**src/rtl/mixer_ctrl.sv**
```systemverilog
// Mixer sequencer: accepts interpolated samples, tags each with the fs/4 LO code
// (+1, 0, -1, 0), and registers the mixer result into a backpressured output stage.
module mixer_ctrl #(
    parameter int T_BITS   = 16,
    parameter int CNT_BITS = 16
) (
    input  logic                clk,
    input  logic                rst_n,
    input  logic                en_i,
    input  logic [1:0]          phase_i,
    input  logic [T_BITS-1:0]   interp_i,
    input  logic                interp_valid_i,
    output logic                interp_ready_o,
    output logic [1:0]          lo_o,
    output logic [T_BITS-1:0]   mix_data_o,
    input  logic [T_BITS-1:0]   mix_i,
    output logic [T_BITS-1:0]   out_o,
    output logic                out_valid_o,
    input  logic                out_ready_i,
    output logic                busy_o,
    output logic [CNT_BITS-1:0] sample_cnt_o
);

    typedef enum logic [1:0] {IDLE, RUN, DRAIN, FLUSH} state_t;

    state_t      state;
    state_t      state_next;
    logic [1:0]  idx;
    logic [1:0]  start;
    logic        a_valid;
    logic [1:0]  a_code;
    logic        a_move;
    logic        accept_state;
    logic        accept;

    function automatic logic [1:0] lo_code(input logic [1:0] i);
        case (i)
            2'd0:    return 2'b01;
            2'd2:    return 2'b10;
            default: return 2'b00;
        endcase
    endfunction

    // DRAIN keeps accepting until the phase index returns to its start value,
    // so every run covers a whole number of LO periods.
    always_comb begin
        a_move         = a_valid && (!out_valid_o || out_ready_i);
        accept_state   = (state == RUN) || ((state == DRAIN) && (idx != start));
        interp_ready_o = accept_state && (!a_valid || a_move);
        accept         = interp_valid_i && interp_ready_o;
    end

    always_comb begin
        state_next = state;
        case (state)
            IDLE:    if (en_i) state_next = RUN;
            RUN:     if (!en_i) state_next = DRAIN;
            DRAIN:   if ((idx == start) && !accept) state_next = FLUSH;
            FLUSH:   if (!a_valid && !out_valid_o) state_next = IDLE;
            default: state_next = IDLE;
        endcase
    end

    always_ff @(posedge clk or negedge rst_n) begin
        if (!rst_n) state <= IDLE;
        else        state <= state_next;
    end

    always_ff @(posedge clk or negedge rst_n) begin
        if (!rst_n) begin
            idx          <= 2'd0;
            start        <= 2'd0;
            sample_cnt_o <= '0;
        end else if ((state == IDLE) && en_i) begin
            idx          <= phase_i;
            start        <= phase_i;
            sample_cnt_o <= '0;
        end else if (accept) begin
            idx          <= idx + 2'd1;
            sample_cnt_o <= sample_cnt_o + {{(CNT_BITS-1){1'b0}}, 1'b1};
        end
    end

    always_ff @(posedge clk or negedge rst_n) begin
        if (!rst_n) begin
            a_valid    <= 1'b0;
            a_code     <= 2'b00;
            mix_data_o <= '0;
        end else if (accept) begin
            a_valid    <= 1'b1;
            a_code     <= lo_code(idx);
            mix_data_o <= interp_i;
        end else if (a_move) begin
            a_valid    <= 1'b0;
        end
    end

    // out_o only changes on a move, which keeps it stable while stalled.
    always_ff @(posedge clk or negedge rst_n) begin
        if (!rst_n) begin
            out_o       <= '0;
            out_valid_o <= 1'b0;
        end else if (a_move) begin
            out_o       <= mix_i;
            out_valid_o <= 1'b1;
        end else if (out_ready_i) begin
            out_valid_o <= 1'b0;
        end
    end

    assign lo_o   = a_valid ? a_code : 2'b00;
    assign busy_o = (state != IDLE);

endmodule

```
**config.mk**
```make
export PLATFORM = sky130hd
export DESIGN_NAME = mixer_ctrl
export DESIGN_NICKNAME = d
export VERILOG_FILES = /design/src/rtl/mixer_ctrl.sv
export SDC_FILE = /design/constraint.sdc
export NUM_CORES = 1
export LEC_CHECK = 0
export CAP_MARGIN = 40
export CELL_PAD_IN_SITES_DETAIL_PLACEMENT = 2
export CELL_PAD_IN_SITES_GLOBAL_PLACEMENT = 2
export CORE_UTILIZATION = 29
export CTS_CLUSTER_DIAMETER = 40
export DETAILED_ROUTE_END_ITERATION = 8
export GPL_ROUTABILITY_DRIVEN = 0
export PLACE_DENSITY = 0.77
export SETUP_SLACK_MARGIN = 0.4
export SLEW_MARGIN = 20
export SYNTH_ARGS = -nofsm -noshare
export SYNTH_HDL_FRONTEND = slang
export SYNTH_SLANG_ARGS = --single-unit
```
**constraint.sdc**
```tcl
create_clock -name clk -period 2.1 [get_ports clk]
set_clock_uncertainty 0.1 [all_clocks]
set_input_delay 0.525 -clock clk [delete_from_list [all_inputs] [get_ports clk]]
set_output_delay 0.525 -clock clk [all_outputs]
set_load 0.02 [all_outputs]
```
==> results of run 1 <==
[power breakdown]
part	internal, µW	total [µW]	switching (µW)	leakage, µW
Clock	697	1200	500	0.000109
Combinational	2150	4170	2020	0.00129
Sequential	1560	1870	304	0.000713
Total	4410	7230	2820	0.00211
[stage by stage]
| step | power, µW | TNS, ps | cells | worst slack (ps) | cell area, µm² |
|---|---|---|---|---|---|
| 2_1_floorplan | 3610 | 0 | 237 | 253 | 2880 |
| 3_3_place_gp | 4970 | -6530 | 469 | -412 | 4050 |
| 3_5_place_dp | 5160 | -7990 | 469 | -408 | 4050 |
| 4_1_cts | 6820 | 0 | 508 | 54.3 | 4710 |
| 5_1_grt | 7600 | -5.09 | 518 | -5.09 | 4820 |
| 6_report | 7230 | 0 | 518 | 34.9 | 4820 |
[layout make-up]
| type | count | area share |
|---|---|---|
| multi-input combinational | 160 | 0.312 |
| sequential | 58 | 0.303 |
| timing repair buffer | 148 | 0.301 |
| tap | 129 | 0.0335 |
| clock buffer | 11 | 0.0294 |
| clock inverter | 5 | 0.0161 |
| inverter | 7 | 0.00597 |
[layer usage]
metal / vias to the layer above / track usage / share of wire
li1: 1134 / - / -
met1: 1324 / 0.273 / 0.41
met2: 78 / 0.408 / 0.53
met3: 24 / 0.0409 / 0.032
met4: 0 / 0.0758 / 0.030
met5: - / 0 / 0
[cells in the mapped netlist (all sizes together), types with 2 or more instances]
cell type and n:
and3 4, nand2b 11, nand3 10, xor2 2, a2111o 4, o2111ai 2, a211oi 3, mux2i 10
and2 5, nand2 28, a21oi 12, and4 2, a21boi 3, o211ai 3, nand4 6, buf 4
dfrtp 58, o21ai 6, clkbuf 7, mux2 35, inv 7, ha 7
[sequential cells by signal (all words and copies together) (netlist names)]
name and cells:
out_o 16, mix_data_o 16, idx 2, state 2, start 2, a_valid 1, a_code 2, sample_cnt_o 16
out_valid_o 1
[cell families after synthesis]
kind of cell               Yosys count  share of synthesized area
muxes                               45                      0.174
and+or+nand+nor                     68                      0.125
buffers and inverters               19                     0.0554
adders and majority gates            7                     0.0308
xor gates and xnor gates             2                    0.00880
DFF                                 58                      0.510
AOI/OAI and AO/OA                   38                     0.0963
[timing repair]
action | in CTS | in global routing
endpoints found under the setup margin | 92 | 79
hold buffers | 0 | 0
gates cloned | 4 | 0
pin swaps | 30 | 12
buffers inserted | 19 | 10
gates resized for setup | 167 | 60
[final timing paths]
check / slack, ps / to / startpoint / depth (start not counted)
max: 30 / interp_ready_o / start[1] / 4
min: 70 / state[1] / rst_n / 1
max reg2reg: 70 / sample_cnt_o[13] / state[0] / 8
min reg2reg: 410 / out_o[0] / out_o[0] / 1
max in group asynchronous: 1180 / mix_data_o[7] / rst_n / 2
min in group clk: 410 / out_o[0] / out_o[0] / 1
==> results.yml, run 1 <==
run_status:
  outcome: "completed"
clock_tree:
  clkTransAtPathRegs_ps: 80
  cts_root_buf: "clkbuf_8"
  htree_num_levels: 3
  cts_tree: "done"
  cts_sinks: 58
  clockBufferDepth: 2
  numCtsBuffers: 9
  clock_latency_ps: 340
drt:
  ant_nets: 0
  wire_per_inst_um: 21.8
  drt_wl_total_mm: 11.3
  first_pass_iters: 4
  num_vias: 2560
  via_per_inst: 4.94
  drtIter0Drc: 70
  drc_errors: 0
yosys:
  synth.largest_area_cell: "dfrtp_1"
  syn_area_mm2: 0.00284
  ys.flop_type: "dfrtp_1"
  synth_top_area_frac: 0.510
  synth.avg_cell_area_um2: 12.0
  synth_nets: 283
  synthTopCellsByArea: "dfrtp_1 51%, mux2_2 14%, nand2_1 3.6%"
  synth.distinct_cells: 42
  yosysWarnings: 0
  ys_seq_elements: 58
  synth_edf_count: 0
  yosysSeqAreaShare: 0.510
  ys_async_sr_fraction: 1.00
  synth_cells: 237
job:
  cap_violations: 0
floorplanning:
  coreArea_mm2: 0.00937
  dieArea_mm2: 0.0102
  core.rowCount: 35
  ios: 92
  start_util: 0.303
  die_w_um: 101
  die_h_um: 101
timing:
  finalHoldViolCount: 0
  slew_headroom: 0.624
  worst_hold_slack_ps: 69.0
  worst_slew_pin_slew_ps: 563
  max_freq_ghz: 0.484
  fin_crit_ps: 2070
  setup_violations: 0
  grt_setup_unrepaired: "yes"
  maxSlewViolCount: 0
  finalCritPeriodShare: 0.983
layout:
  most-common-layout-cells: "53 x dfrtp_1, 40 x buf_4, 35 x clkdlybuf4s50_1, 30 x mux2_2, 27 x nand2_1"
  n_fill_cell: 939
  ff_latch_area_mm2: 0.00146
  drive_gt1_frac: 0.465
  multi_input_area_mm2: 0.00150
  antenna_cells: 0
  final_common_cell: "dfrtp_1"
  layout.nets: 430
  fin_util: 0.514
  areaGrowthSynthToFinish_pct: 69.4
worst_setup_path:
  crit_arrival_ps: 1440
  cp_num_buf_inv: 1
  end_kind: "primary output"
  path_cells: "xor2_2, o21ai_2, a21boi_2, buf_4"
  crit_fanout: 2
  cp_slowest_cell: "dfrtp_1"
  critPathTopFamily: "flip-flops"
  slowest_delay_ps: 420
  path_class: "reg2out"
  crit_path_start_kind: "register"
  cp.required_ps: 1470
placed_design:
  io_buffers: 91
  dp_hpwl_mm: 6.43
global_routing:
  grt_max_degree: 25
  grt_pass1_vias: 2945
  antenna_found_initial: 0
  grt-ovfl-total: 0
  gr-usage-all-layers: 0.227
  grt_first_pass_wirelength_mm: 17.0
power:
  p_per_area_mw_per_mm2: 1500
  leakage_uw: 0.00211
  peakVddDrop_mv: 0.685
min_path:
  hp-class: "in2async"
No activity file was read; power rests on OpenSTA's default activity.
==> run 2: changes to the inputs <==
- CORE_MARGIN: not set -> 10
- TNS_END_PERCENT: not set -> 30
==> results.yml, run 2 (synthesis results as in run 1) <==
floorplanning:
  die_w_um: 119
  core.rowCount: 36
  die_h_um: 119
  start_util: 0.294
  ios: 92
  coreArea_mm2: 0.00968
  dieArea_mm2: 0.0142
power:
  p_per_area_mw_per_mm2: 1460
  seq_power_share: 0.277
  p_clk_frac: 0.160
  p_int_uw: 4110
  leakage_uw: 0.00207
  finalPower_uw: 6690
  swShare: 0.386
  p_comb_frac: 0.563
  peakVddDrop_mv: 0.673
  switching_power_uw: 2580
timing:
  max_freq_ghz: 0.501
  slew_headroom: 0.742
  worst_slew_pin_slew_ps: 387
  setup_violations: 0
  worst_hold_slack_ps: 76.3
  fin_crit_ps: 2000
  finalCritPeriodShare: 0.951
  finalHoldViolCount: 0
  maxSlewViolCount: 0
  grt_setup_unrepaired: "yes"
global_routing:
  gr-usage-all-layers: 0.148
  grt_first_pass_wirelength_mm: 16.8
  grt_max_degree: 59
  grt_pass1_vias: 2908
  antenna_found_initial: 0
  grt-ovfl-total: 0
drt:
  wire_per_inst_um: 20.8
  via_per_inst: 4.81
  drc_errors: 0
  ant_nets: 0
  num_vias: 2451
  drtIter0Drc: 88
  drt_wl_total_mm: 10.6
  first_pass_iters: 4
worst_setup_path:
  cp_slowest_cell: "dfrtp_1"
  cp.required_ps: 2230
  crit_fanout: 9
  end_kind: "register"
  path_cells: "xor2_2, buf_4, o2111ai_4, nand2_4, buf_4, buf_12, mux2_2"
  critPathTopFamily: "buffers and inverters"
  crit_arrival_ps: 2130
  path_class: "reg2reg"
  slowest_delay_ps: 410
  crit_path_start_kind: "register"
  cp_num_buf_inv: 3
  path_common_cell: "buf_4"
min_path:
  hp-class: "in2async"
run_status:
  outcome: "completed"
clock_tree:
  clockBufferDepth: 2
  clkTransAtPathRegs_ps: 80
  numCtsBuffers: 9
  htree_num_levels: 3
  cts_sinks: 58
  clock_latency_ps: 350
  ctsHoldBuffers: 0
  cts_tree: "done"
  cts_root_buf: "clkbuf_8"
layout:
  ff_latch_area_mm2: 0.00146
  layout.nets: 418
  antenna_cells: 0
  areaGrowthSynthToFinish_pct: 61.3
  most-common-layout-cells: "59 x clkdlybuf4s50_1, 54 x dfrtp_1, 32 x mux2_2, 32 x buf_4, 27 x nand2_1"
  multi_input_area_mm2: 0.00137
  n_fill_cell: 994
  drive_gt1_frac: 0.382
  final_common_cell: "clkdlybuf4s50_1"
  top_regs: "mix_data_o x16, out_o x16, sample_cnt_o x16"
placed_design:
  io_buffers: 91
  dp_hpwl_mm: 7.16
job:
  cap_violations: 0
-- run 2: cell type report --
cell class	count	share of cell area
repair buffers	136	0.298
well taps	133	0.0363
clock buffers	10	0.0300
clock inverters	6	0.0145
flip-flops and latches	58	0.318
multi-input cells	160	0.298
inverters	7	0.00627
-- run 2: timing repair --
action,4_1_cts,5_1_grt
cloned,2,0
setup buffers,14,4
gates resized for setup,98,24
pin swaps,10,4
endpoints found under the setup margin,91,83
-- run 2: through the flow --
step | setup WS, ps | std cells | TNS [ps] | cell area (µm²) | util
final | 103 | 510 | 0 | 4590 | 0.474
after global routing | 15.2 | 510 | 0 | 4590 | 0.474
after CTS | 88.1 | 506 | 0 | 4490 | 0.463
after detailed placement | -440 | 474 | -9140 | 4040 | 0.417
after global placement | -431 | 474 | -7110 | 4040 | 0.417
after floorplan | 253 | 237 | 0 | 2860 | -
-- run 2: power groups by stage --
stage	clock (µW)	sequential, µW	combinational [µW]
2_1_floorplan	0	2250	1340
3_3_place_gp	0	1800	3200
3_5_place_dp	0	1860	3320
4_1_cts	1100	1850	3710
5_1_grt	1160	1920	4030
6_report	1070	1850	3760
-- run 2: worst paths after layout --
path                            startpoint               to  slack [ps]  cells after the start
max in group asynchronous            rst_n  sample_cnt_o[3]        1530                      2
worst max-delay path              start[1]    mix_data_o[2]         100                      7
worst min register to register   out_o[15]        out_o[15]         410                      1
worst max register to register    start[1]    mix_data_o[2]         100                      7
min in group clk                 out_o[15]        out_o[15]         410                      1
worst min-delay path                 rst_n  sample_cnt_o[8]          80                      2
-- run 2: metal layers --
metal | part of all wire | track usage | up-vias
met3 | 0.026 | 0.0269 | 10
met1 | 0.39 | 0.162 | 1278
met5 | 0 | 0 | -
met2 | 0.57 | 0.281 | 48
li1 | - | - | 1115
met4 | 0.010 | 0.0458 | 0
